File: src/rtl/fetch_unit.sv
// Instruction-fetch stage: owns the word-addressed PC, drives the instruction memory
// address and captures the returned instruction into the IF/ID pipeline register.
module fetch_unit #(
    parameter int                ADDR_W   = 10,
    parameter int                DATA_W   = 32,
    parameter logic [ADDR_W-1:0] RESET_PC = '0
) (
    input  logic              clk,
    input  logic              rst_n,
    input  logic              stall_i,
    input  logic              flush_i,
    input  logic              branch_taken_i,
    input  logic [ADDR_W-1:0] branch_target_i,
    input  logic              jump_i,
    input  logic [ADDR_W-1:0] jump_target_i,
    output logic [ADDR_W-1:0] imem_addr_o,
    input  logic [DATA_W-1:0] imem_instr_i,
    output logic [DATA_W-1:0] ifid_instr_o,
    output logic [ADDR_W-1:0] ifid_pc_plus1_o,
    output logic              ifid_valid_o,
    output logic [31:0]       fetch_count_o
);

    logic [ADDR_W-1:0] pc_q, pc_d;
    logic [ADDR_W-1:0] pc_plus1;
    logic [DATA_W-1:0] ifid_instr_q, ifid_instr_d;
    logic [ADDR_W-1:0] ifid_pc_plus1_q, ifid_pc_plus1_d;
    logic              ifid_valid_q, ifid_valid_d;
    logic [31:0]       fetch_count_q, fetch_count_d;
    logic              redirect;

    // Wraps naturally at 2^ADDR_W because the sum is truncated to ADDR_W bits.
    assign pc_plus1 = pc_q + {{(ADDR_W-1){1'b0}}, 1'b1};
    assign redirect = jump_i | branch_taken_i;

    always_comb begin
        pc_d = pc_q;
        if (jump_i) begin
            pc_d = jump_target_i;
        end else if (branch_taken_i) begin
            pc_d = branch_target_i;
        end else if (!stall_i) begin
            pc_d = pc_plus1;
        end
    end

    // No delay slot: whatever is fetched in a redirect cycle is squashed to a bubble.
    always_comb begin
        ifid_instr_d    = ifid_instr_q;
        ifid_pc_plus1_d = ifid_pc_plus1_q;
        ifid_valid_d    = ifid_valid_q;
        fetch_count_d   = fetch_count_q;
        if (flush_i || redirect) begin
            ifid_instr_d    = '0;
            ifid_pc_plus1_d = '0;
            ifid_valid_d    = 1'b0;
        end else if (!stall_i) begin
            ifid_instr_d    = imem_instr_i;
            ifid_pc_plus1_d = pc_plus1;
            ifid_valid_d    = 1'b1;
            fetch_count_d   = fetch_count_q + 32'd1;
        end
    end

    always_ff @(posedge clk or negedge rst_n) begin
        if (!rst_n) begin
            pc_q            <= RESET_PC;
            ifid_instr_q    <= '0;
            ifid_pc_plus1_q <= '0;
            ifid_valid_q    <= 1'b0;
            fetch_count_q   <= '0;
        end else begin
            pc_q            <= pc_d;
            ifid_instr_q    <= ifid_instr_d;
            ifid_pc_plus1_q <= ifid_pc_plus1_d;
            ifid_valid_q    <= ifid_valid_d;
            fetch_count_q   <= fetch_count_d;
        end
    end

    assign imem_addr_o     = pc_q;
    assign ifid_instr_o    = ifid_instr_q;
    assign ifid_pc_plus1_o = ifid_pc_plus1_q;
    assign ifid_valid_o    = ifid_valid_q;
    assign fetch_count_o   = fetch_count_q;

endmodule

File: config.mk
export PLATFORM = sky130hd
export DESIGN_NAME = fetch_unit
export DESIGN_NICKNAME = d
export VERILOG_FILES = /design/src/rtl/fetch_unit.sv
export SDC_FILE = /design/constraint.sdc
export NUM_CORES = 1
export LEC_CHECK = 0
export ABC_CLOCK_PERIOD_IN_PS = 2000
export BUFFER_PORTS_ARGS = -buffer_cell sky130_fd_sc_hd__buf_2
export CORE_MARGIN = 2
export CORE_UTILIZATION = 25
export DETAILED_ROUTE_END_ITERATION = 12
export SLEW_MARGIN = 20
export SYNTH_ARGS = -nofsm -noshare
export SYNTH_HDL_FRONTEND = slang
export SYNTH_SLANG_ARGS = --single-unit
File: constraint.sdc
create_clock -name clk -period 2 [get_ports clk]
set_clock_uncertainty 0.1 [all_clocks]
set_input_delay 0.4 -clock clk [delete_from_list [all_inputs] [get_ports clk]]
set_output_delay 0.4 -clock clk [all_outputs]
set_load 0.02 [all_outputs]
-- Word-level counts from Yosys, hierarchy flattened
Cells that the tools add are included.
- flip-flop bits (word level): 85
- output and inout bits: 85
- word-level logic and storage cells: 22
- muxes and demuxes: 8
- $add $sub $neg: 2
- bitwise gates (word level): 3
- eq/ne operators: 2
- reductions and logical operators: 2
- operators with widths (cell ; number):
    32-bit 2-to-1 mux ; 2
    10-bit 2-to-1 mux ; 4
    32-bit by 1-bit adder with 32-bit output (second input constant) ; 1
    10-bit by 1-bit adder with 10-bit output (second input constant) ; 1
    3-bit by 1-bit inequality test with 1-bit output (second input constant) ; 1
    1-bit 2-to-1 mux ; 2
    2-bit by 1-bit inequality test with 1-bit output (second input constant) ; 1
    1-bit NOT ; 2
    2-bit AND reduction ; 1
    1-bit logical OR ; 1
    1-bit OR ; 1

-- Depth between registers and ports, before layout
Gate-level depths: netlist of the first run.
- word-level depth: 4
- mapped depth: 6
- mapped depth without buffers: 5

-- Worst setup path before layout of the first run
Ideal clock, no wire load.
- kind: input port to flip-flop
- start: in branch_taken_i
- end: reg fetch_count_q[31], in the netlist fetch_count_o[31]
- path slack: 0.028 ns
- path buffers: 0
- arrival time: 1.793 ns
- stages: 4
- setup time: 0.079 ns
- cell sequence: or4_4 -> nor4_4 -> nor4b_2 -> xor2_1
- longest elaborated chain between the ends: 4
- RTL lines (item ; line ; text):
    from (decl) ; 12 ; input logic branch_taken_i,
    1-bit OR ; 34 ; assign redirect = jump_i | branch_taken_i;
    1-bit logical OR ; 53 ; if (flush_i || redirect) begin
    1-bit NOT (no line) ; n/a ;
    2-bit AND reduction (no line) ; n/a ;
    to (signal assigned) ; 77 ; fetch_count_q <= fetch_count_d;
    to (decl) ; 29 ; logic [31:0] fetch_count_q, fetch_count_d;
No other way between the ends.
A chain may end at the register's enable or synchronous reset.

-- Worst setup path in the final report of the first run
- start: reg fetch_count_q[10], in the netlist fetch_count_o[10]
- end: reg fetch_count_q[29], in the netlist fetch_count_o[29]
- longest elaborated chain between the ends: 1
- RTL lines (item ; line ; text):
    32-bit by 1-bit adder with 32-bit output ; 61 ; fetch_count_d = fetch_count_q + 32'd1;
No other way between the ends.

==> results of run 1 <==
[sequential cells by signal, summed over array words and instances (netlist names)]
signal and flops:
fetch_count_o 32, ifid_instr_o 32, ifid_pc_plus1_o 10, ifid_valid_o 1, imem_addr_o 10
[critical path: stages, from the launching register on]
cell and delay, ns:
dfrtp_1 0.43, and3_1 0.27, nand4_1 0.35, nor4_1 0.41, xor2_1 0.19
[stage by stage]
stage	hold slack, ns	worst slack (ns)	cells
final	0.164	0.166	682
after global routing	0.161	0.0289	682
after CTS	0.148	0.151	682
after detailed placement	0.242	-0.157	665
after global placement	0.232	-0.108	665
after floorplan	0.00441	0.0277	335
[path summary, 6_finish.rpt]
check / start / to / slack [ns] / cells after the start
max: fetch_count_o[10]$_DFFE_PN0P_ / fetch_count_o[29]$_DFFE_PN0P_ / 0.17 / 4
min: jump_target_i[0] / imem_addr_o[0]$_DFFE_PN0P_ / 0.16 / 2
max reg2reg: fetch_count_o[10]$_DFFE_PN0P_ / fetch_count_o[29]$_DFFE_PN0P_ / 0.17 / 4
min reg2reg: ifid_valid_o$_DFFE_PN0P_ / ifid_valid_o$_DFFE_PN0P_ / 0.37 / 2
max in group asynchronous: rst_n / ifid_pc_plus1_o[1]$_DFFE_PN0P_ / 0.71 / 3
min in group asynchronous: rst_n / fetch_count_o[16]$_DFFE_PN0P_ / 0.41 / 2
[synth_stat cells (2+ instances only)]
master    number  area (um2)
nand2_1       37         139
xnor2_1       30         263
o21ai_0       16        80.1
dfrtp_1       85        2130
o31a_1         2        17.5
and3_1         4        25.0
mux2i_1        4        40.0
nor4b_2        2        30.0
ha_1           2        25.0
nor3_1         7        35.0
nor4_4         2        42.5
a22o_1        33         289
a21oi_1        6        30.0
o31ai_1        3        22.5
nand4_1       12        75.1
xor2_1        15         131
and4_1         4        35.0
clkbuf_1      15        56.3
nor2_1         8        30.0
o21a_1         2        15.0
nand4b_1       2        17.5
buf_1          2        7.51
buf_2          2        10.0
nand2b_1       4        25.0
inv_1          6        22.5
or2_2          2        12.5
nor4_1        11        68.8
nand3_1       12        60.1
[cell families after synthesis]
kind of cell               count (synthesis)
AOI/OAI and AO/OA                         64
xor gates and xnor gates                  45
adders and majority gates                  2
buffers and inverters                     25
DFF                                       85
muxes                                      4
and+or+nand+nor                          110
[final cells by class]
class                      count  area share, %
sequential                    85           41.3
multi-input combinational    225           30.2
timing repair buffer         166           17.6
clock buffer                  10           4.64
tap                          184           4.47
clock inverter                 6           1.36
inverter                       6          0.437
[repair_timing]
action / 4_1_cts / 5_1_grt
hold buffers: 1 / 0
gates resized for setup: 0 / 0
setup endpoints to repair: 0 / 0
endpoints found under the hold margin: 25 / 0
[layer usage]
layer  global-route usage [%]  wire, um  vias up
li1                         -         -     1513
met1                     17.7      4810     1484
met2                     19.0      4470       90
met3                     3.75       532       10
met4                     4.01       108        0
met5                        0         0        -
[report_power, final]
group / switching (W) / internal (W) / total [W]
Clock: 0.000720 / 0.00101 / 0.00173
Combinational: 0.000326 / 0.000222 / 0.000548
Sequential: 0.0000825 / 0.00179 / 0.00188
==> summary.md, run 1 <==
| Metric | Value |
|---|---|
| Global-route wire length before repair | 16300 um |
| Total I/O pin count | 143 |
| Largest family of logic cells by synthesized area | simple AND/OR/NAND/NOR gates |
| Synth unique cells | 33 |
| Clk slew on worst S/H paths | 0.07 ns |
| Post-DRT Antenna Nets | 0 |
| Crit Path Category | flip-flop to flip-flop |
| Vias in the first global route | 3122 |
| Post-layout util | 35.2% |
| DRC | 0 |
| Avg Cell Area, Syn | 11.3 um2 |
| Worst slew pin tran | 0.395 ns |
| DR iter-0 viols | 111 |
| Run status | finished, final reports clean |
| Maximum clock path buffer count | 2 |
| Row count | 44 |
| Die span in y | 127 um |
| Cell count after synthesis | approximately 340 |
| Fin crit share | between 90% and 100% |
| Critical Path End Type | flip-flop |
| Power per standard cell area | 806 mW/mm2 |
| Adder-cell area share of the yosys netlist | 0.664% |
| Largest net degree at the start of global routing | 35 |
| Clk Latency, worst-skew pair | 0.34 ns |
| RSZ-0062 raised after global routing | no |
| Most common cell after layout, fill and taps aside | buf_2 |
| Synth Area in XOR/XNOR | 10.5% |
| Area occupied by multi-input gates | 0.00156 mm2 |
| Asr flop ratio synth | between 90% and 100% |
| Crit start category | flip-flop |
| Finished Cell Area | about 0.005 mm2 |
| Final hold violation count | 0 |
| Fraction of the mapped netlist area in simple logic gates | 16.4% |
| Fin crit period | 1.83 ns |
| Relative slew slack | 73.6% |
| Dpl cell area | approximately 0.0048 mm2 |
| Final Wtd Congestion | around 0.77 |
| DIE AREA | 0.0161 mm2 |
| Final Setup Violations | 0 |
| Initial core utilization | about a quarter |
| Area Growth Syn to Fin | 36.7% |
| Warnings, synthesis | 0 |
| Total number of vias | 3097 |
| Reg area | 0.00213 mm2 |
| Tot Pwr | 0.00415 W |
| Antenna Diode Count | 0 |
| PortBufs | roughly 140 |
| Crit path max fanout | 8 |
| Share of layout cells above drive strength 1 | 37.8% |
| Root Driver | clkbuf_16 |
| Syn Nets | 395 |
| First-pass DRT Iterations | 4 |
| Layout Nets | 553 |
| Drt total wl | 9920 um |
| Count of flip-flops with a built-in enable after synthesis | 0 |
| Commonest cells after routing, fill and taps aside | 141 x buf_2, 85 x dfrtp_1, 37 x nand2_1, 33 x a22o_1, 30 x xnor2_1 |
| # clock sinks | 85 |
| Predominant post-synthesis flop cell | dfrtp_1 |
| WL per Instance | 14.5 um |
| Flops & latches, synth | 85 |
| Setup TNS | 0 ns |
| Detail Placement HPWL | 7410 um |
| P_leak | roughly 2.6 nW |
| Mux cell area share after synthesis | under 10% |
| Sequential fraction of the synthesis area | a little under three fifths |
| WP data arrival | 2.00 ns |
| Compound-cell area share of the yosys netlist | ~12% |
| Worst Hold Class | input port to flip-flop |
| Worst EP required | 2.17 ns |
| CTS tree | done |
| Via density | 4.54 |
| Congestion Overflow GR | 0 |
| CTS Buf Count | 9 |
| Peak supply drop | 0.405 mV |
| Max_cap viols | 0 |
| Max-slew violations | 0 |
| Maximum clock frequency | 545 MHz |
| Die extent in x | 127 um |
| Setup bufs post-CTS | 0 |
| Filler instances | 1519 |
| Post-Syn Area | about 0.0038 mm2 |
| H-tree levels | 3 |
| Core footprint | about 0.015 mm2 |
| Total track usage | 12.7% |
| Initial antenna violation count | 0 |
(Power assumes the default switching activity.)
==> run 2, diff against run 1 <==
CORE_MARGIN = default   (was 2)
CORE_UTILIZATION = 32   (was 25)
==> summary.md, run 2 (synthesis gave the netlist of run 1 again) <==
| Metric | Value |
|---|---|
| Crit path max-delay family | simple AND/OR/NAND/NOR gates |
| Area Growth Syn to Fin | 36.5% (about the same) |
| Maximum clock frequency | 548 MHz (+0.41%) |
| Max-slew violations | 0 (unchanged) |
| Die extent in x | 111 um (-13%) |
| Initial core utilization | 32.9% (+7.1 points) |
| DRC | 0 (unchanged) |
| Global-route wire length before repair | 16000 um (-1.7%) |
| Largest net degree at the start of global routing | 36 (+2.9%) |
| RSZ-0062 raised after global routing | no |
| Tot Pwr | 0.00433 W (+4.1%) |
| Max_cap viols | 0 (unchanged) |
| Slowest cell on crit path | dfrtp_1 |
| Worst EP required | 2.16 ns (about the same) |
| Fin crit period | 1.83 ns (-0.00755 ns) |
| Setup TNS | 0 ns (unchanged) |
| Final Wtd Congestion | 0.785 (+2.4%) |
| Share of layout cells above drive strength 1 | 37.7% (-0.076 points) |
| Critical Path End Type | flip-flop |
| Slowest stage delay, CP | 0.44 ns (about the same) |
| H-tree levels | 3 (unchanged) |
| CTS Buf Count | 9 (unchanged) |
| Layout Nets | 554 (+0.18%) |
| Relative slew slack | 71.0% (-2.6 points) |
| Cell Count, Final, Fillers Out | 642 (-5.9%) |
| Vias in the first global route | 3125 (+0.096%) |
| Clk Latency, worst-skew pair | 0.33 ns (about the same) |
| Post-layout util | 44.9% (+9.7 points) |
| DIE AREA | 0.0122 mm2 (-24%) |
| Worst Hold Class | input port to flip-flop |
| Total number of vias | 3153 (+1.8%) |
| Worst Hold Slack | 0.173 ns (+0.00922 ns) |
| Crit start category | flip-flop |
| Power per standard cell area | 840 mW/mm2 (+4.2%) |
| CTS tree | done |
| Row count | 39 (-11%) |
| First-pass DRT Iterations | 4 (unchanged) |
| Run status | finished, final reports clean |
| Commonest cells after routing, fill and taps aside | 141 x buf_2, 85 x dfrtp_1, 37 x nand2_1, 33 x a22o_1, 30 x xnor2_1 |
| Post-DRT Antenna Nets | 0 (unchanged) |
| Antenna Diode Count | 0 (unchanged) |
| Fin crit share | 91.3% (-0.38 points) |
| DR iter-0 viols | 79 (-29%) |
| WP data arrival | 1.99 ns (about the same) |
| P_leak | 2.67 nW (+0.95%) |
| Placed Instances | 625 (-6.0%) |
| Clk slew on worst S/H paths | 0.06 ns (about the same) |
| Worst slew pin tran | 0.435 ns (+0.0396 ns) |
| Crit Path Category | flip-flop to flip-flop |
| Maximum clock path buffer count | 2 (unchanged) |
| Detail Placement HPWL | 7030 um (-5.1%) |
| WL per Instance | 14.8 um (+2.0%) |
| PortBufs | 142 (unchanged) |
| Peak supply drop | 0.333 mV (-18%) |
| Core footprint | 0.0115 mm2 (-22%) |
| Root Driver | clkbuf_16 |
| # clock sinks | 85 (unchanged) |
| Crit path max fanout | 8 (unchanged) |
| Final Setup Violations | 0 (unchanged) |
| Final hold violation count | 0 (unchanged) |
| Drt total wl | 9520 um (-4.0%) |
| Die span in y | 111 um (-13%) |
| WP buf/inv | 0 (unchanged) |
| Most common cell after layout, fill and taps aside | buf_2 |
| Total track usage | 16.4% (+3.7 points) |
| Total I/O pin count | 143 (unchanged) |
| Congestion Overflow GR | 0 (unchanged) |
| Via density | 4.91 (+8.2%) |
| Cell Chain, Critical Path | and4_1, nand4_1, nor4_1, xor2_1 |
| Initial antenna violation count | 0 (unchanged) |
==> run 2: cell count changes in the layout (fill, tap and decap cells not counted) <==
cell,delta
bufinv_16,+2
clkbuf_1,+2
clkinv_4,-1
inv_8,-1
nor4_2,+1
clkinvlp_4,-2
nor4_1,-1
buf_4,+1
==> run 2: cell type report <==
type	instances	area (um2)
inverters	6	22.5
fillers	1098	6320
well taps	143	179
flip-flops and latches	85	2130
multi-input cells	225	1560
clock inverters	4	95.1
clock buffers	12	246
repair buffers	167	916
==> run 2: path summary, 6_finish.rpt <==
check | from | end | slack, ns | cells past startpoint
max | fetch_count_o[17]$_DFFE_PN0P_ | fetch_count_o[25]$_DFFE_PN0P_ | 0.17 | 4
min | jump_target_i[0] | imem_addr_o[0]$_DFFE_PN0P_ | 0.17 | 2
max reg2reg | fetch_count_o[17]$_DFFE_PN0P_ | fetch_count_o[25]$_DFFE_PN0P_ | 0.17 | 4
min reg2reg | ifid_valid_o$_DFFE_PN0P_ | ifid_valid_o$_DFFE_PN0P_ | 0.37 | 2
max in group asynchronous | rst_n | ifid_instr_o[14]$_DFFE_PN0P_ | 0.69 | 3
min in group asynchronous | rst_n | fetch_count_o[11]$_DFFE_PN0P_ | 0.45 | 2
==> run 2: power by group <==
| part | switching (W) | total (W) | internal [W] |
|---|---|---|---|
| clock | 0.000652 | 0.00190 | 0.00125 |
| sequential | 0.0000835 | 0.00188 | 0.00180 |
| combinational | 0.000320 | 0.000542 | 0.000222 |
| total | 0.00106 | 0.00433 | 0.00327 |
==> run 2: layer usage <==
layer	track usage (%)	wire length, um	vias up
li1	-	-	1519
met1	22.9	4510	1510
met2	24.7	4320	114
met3	3.62	558	10
met4	6.40	136	0
met5	0	0	-
==> run 2: timing repair <==
| item | in CTS | in global routing |
|---|---|---|
| endpoints found under the setup margin | 0 | 1 |
| hold endpoints to repair | 29 | 0 |
| hold buffers | 1 | 0 |
| buffers inserted | 0 | 0 |
| resized for setup | 0 | 1 |
==> run 2: worst register-to-register path: cells and delay by family (launching register included) <==
family / cells / cell delay (ns)
flip-flops: 1 / 0.44
AND/OR/NAND/NOR: 3 / 1.04
XOR/XNOR: 1 / 0.17
==> run 2: per-stage QoR <==
step,instance area (um2),worst slack (ns)
2_1_floorplan,3770,0.0277
3_3_place_gp,4790,-0.0925
3_5_place_dp,4790,-0.142
4_1_cts,5140,0.139
5_1_grt,5150,0.00359
6_report,5150,0.174
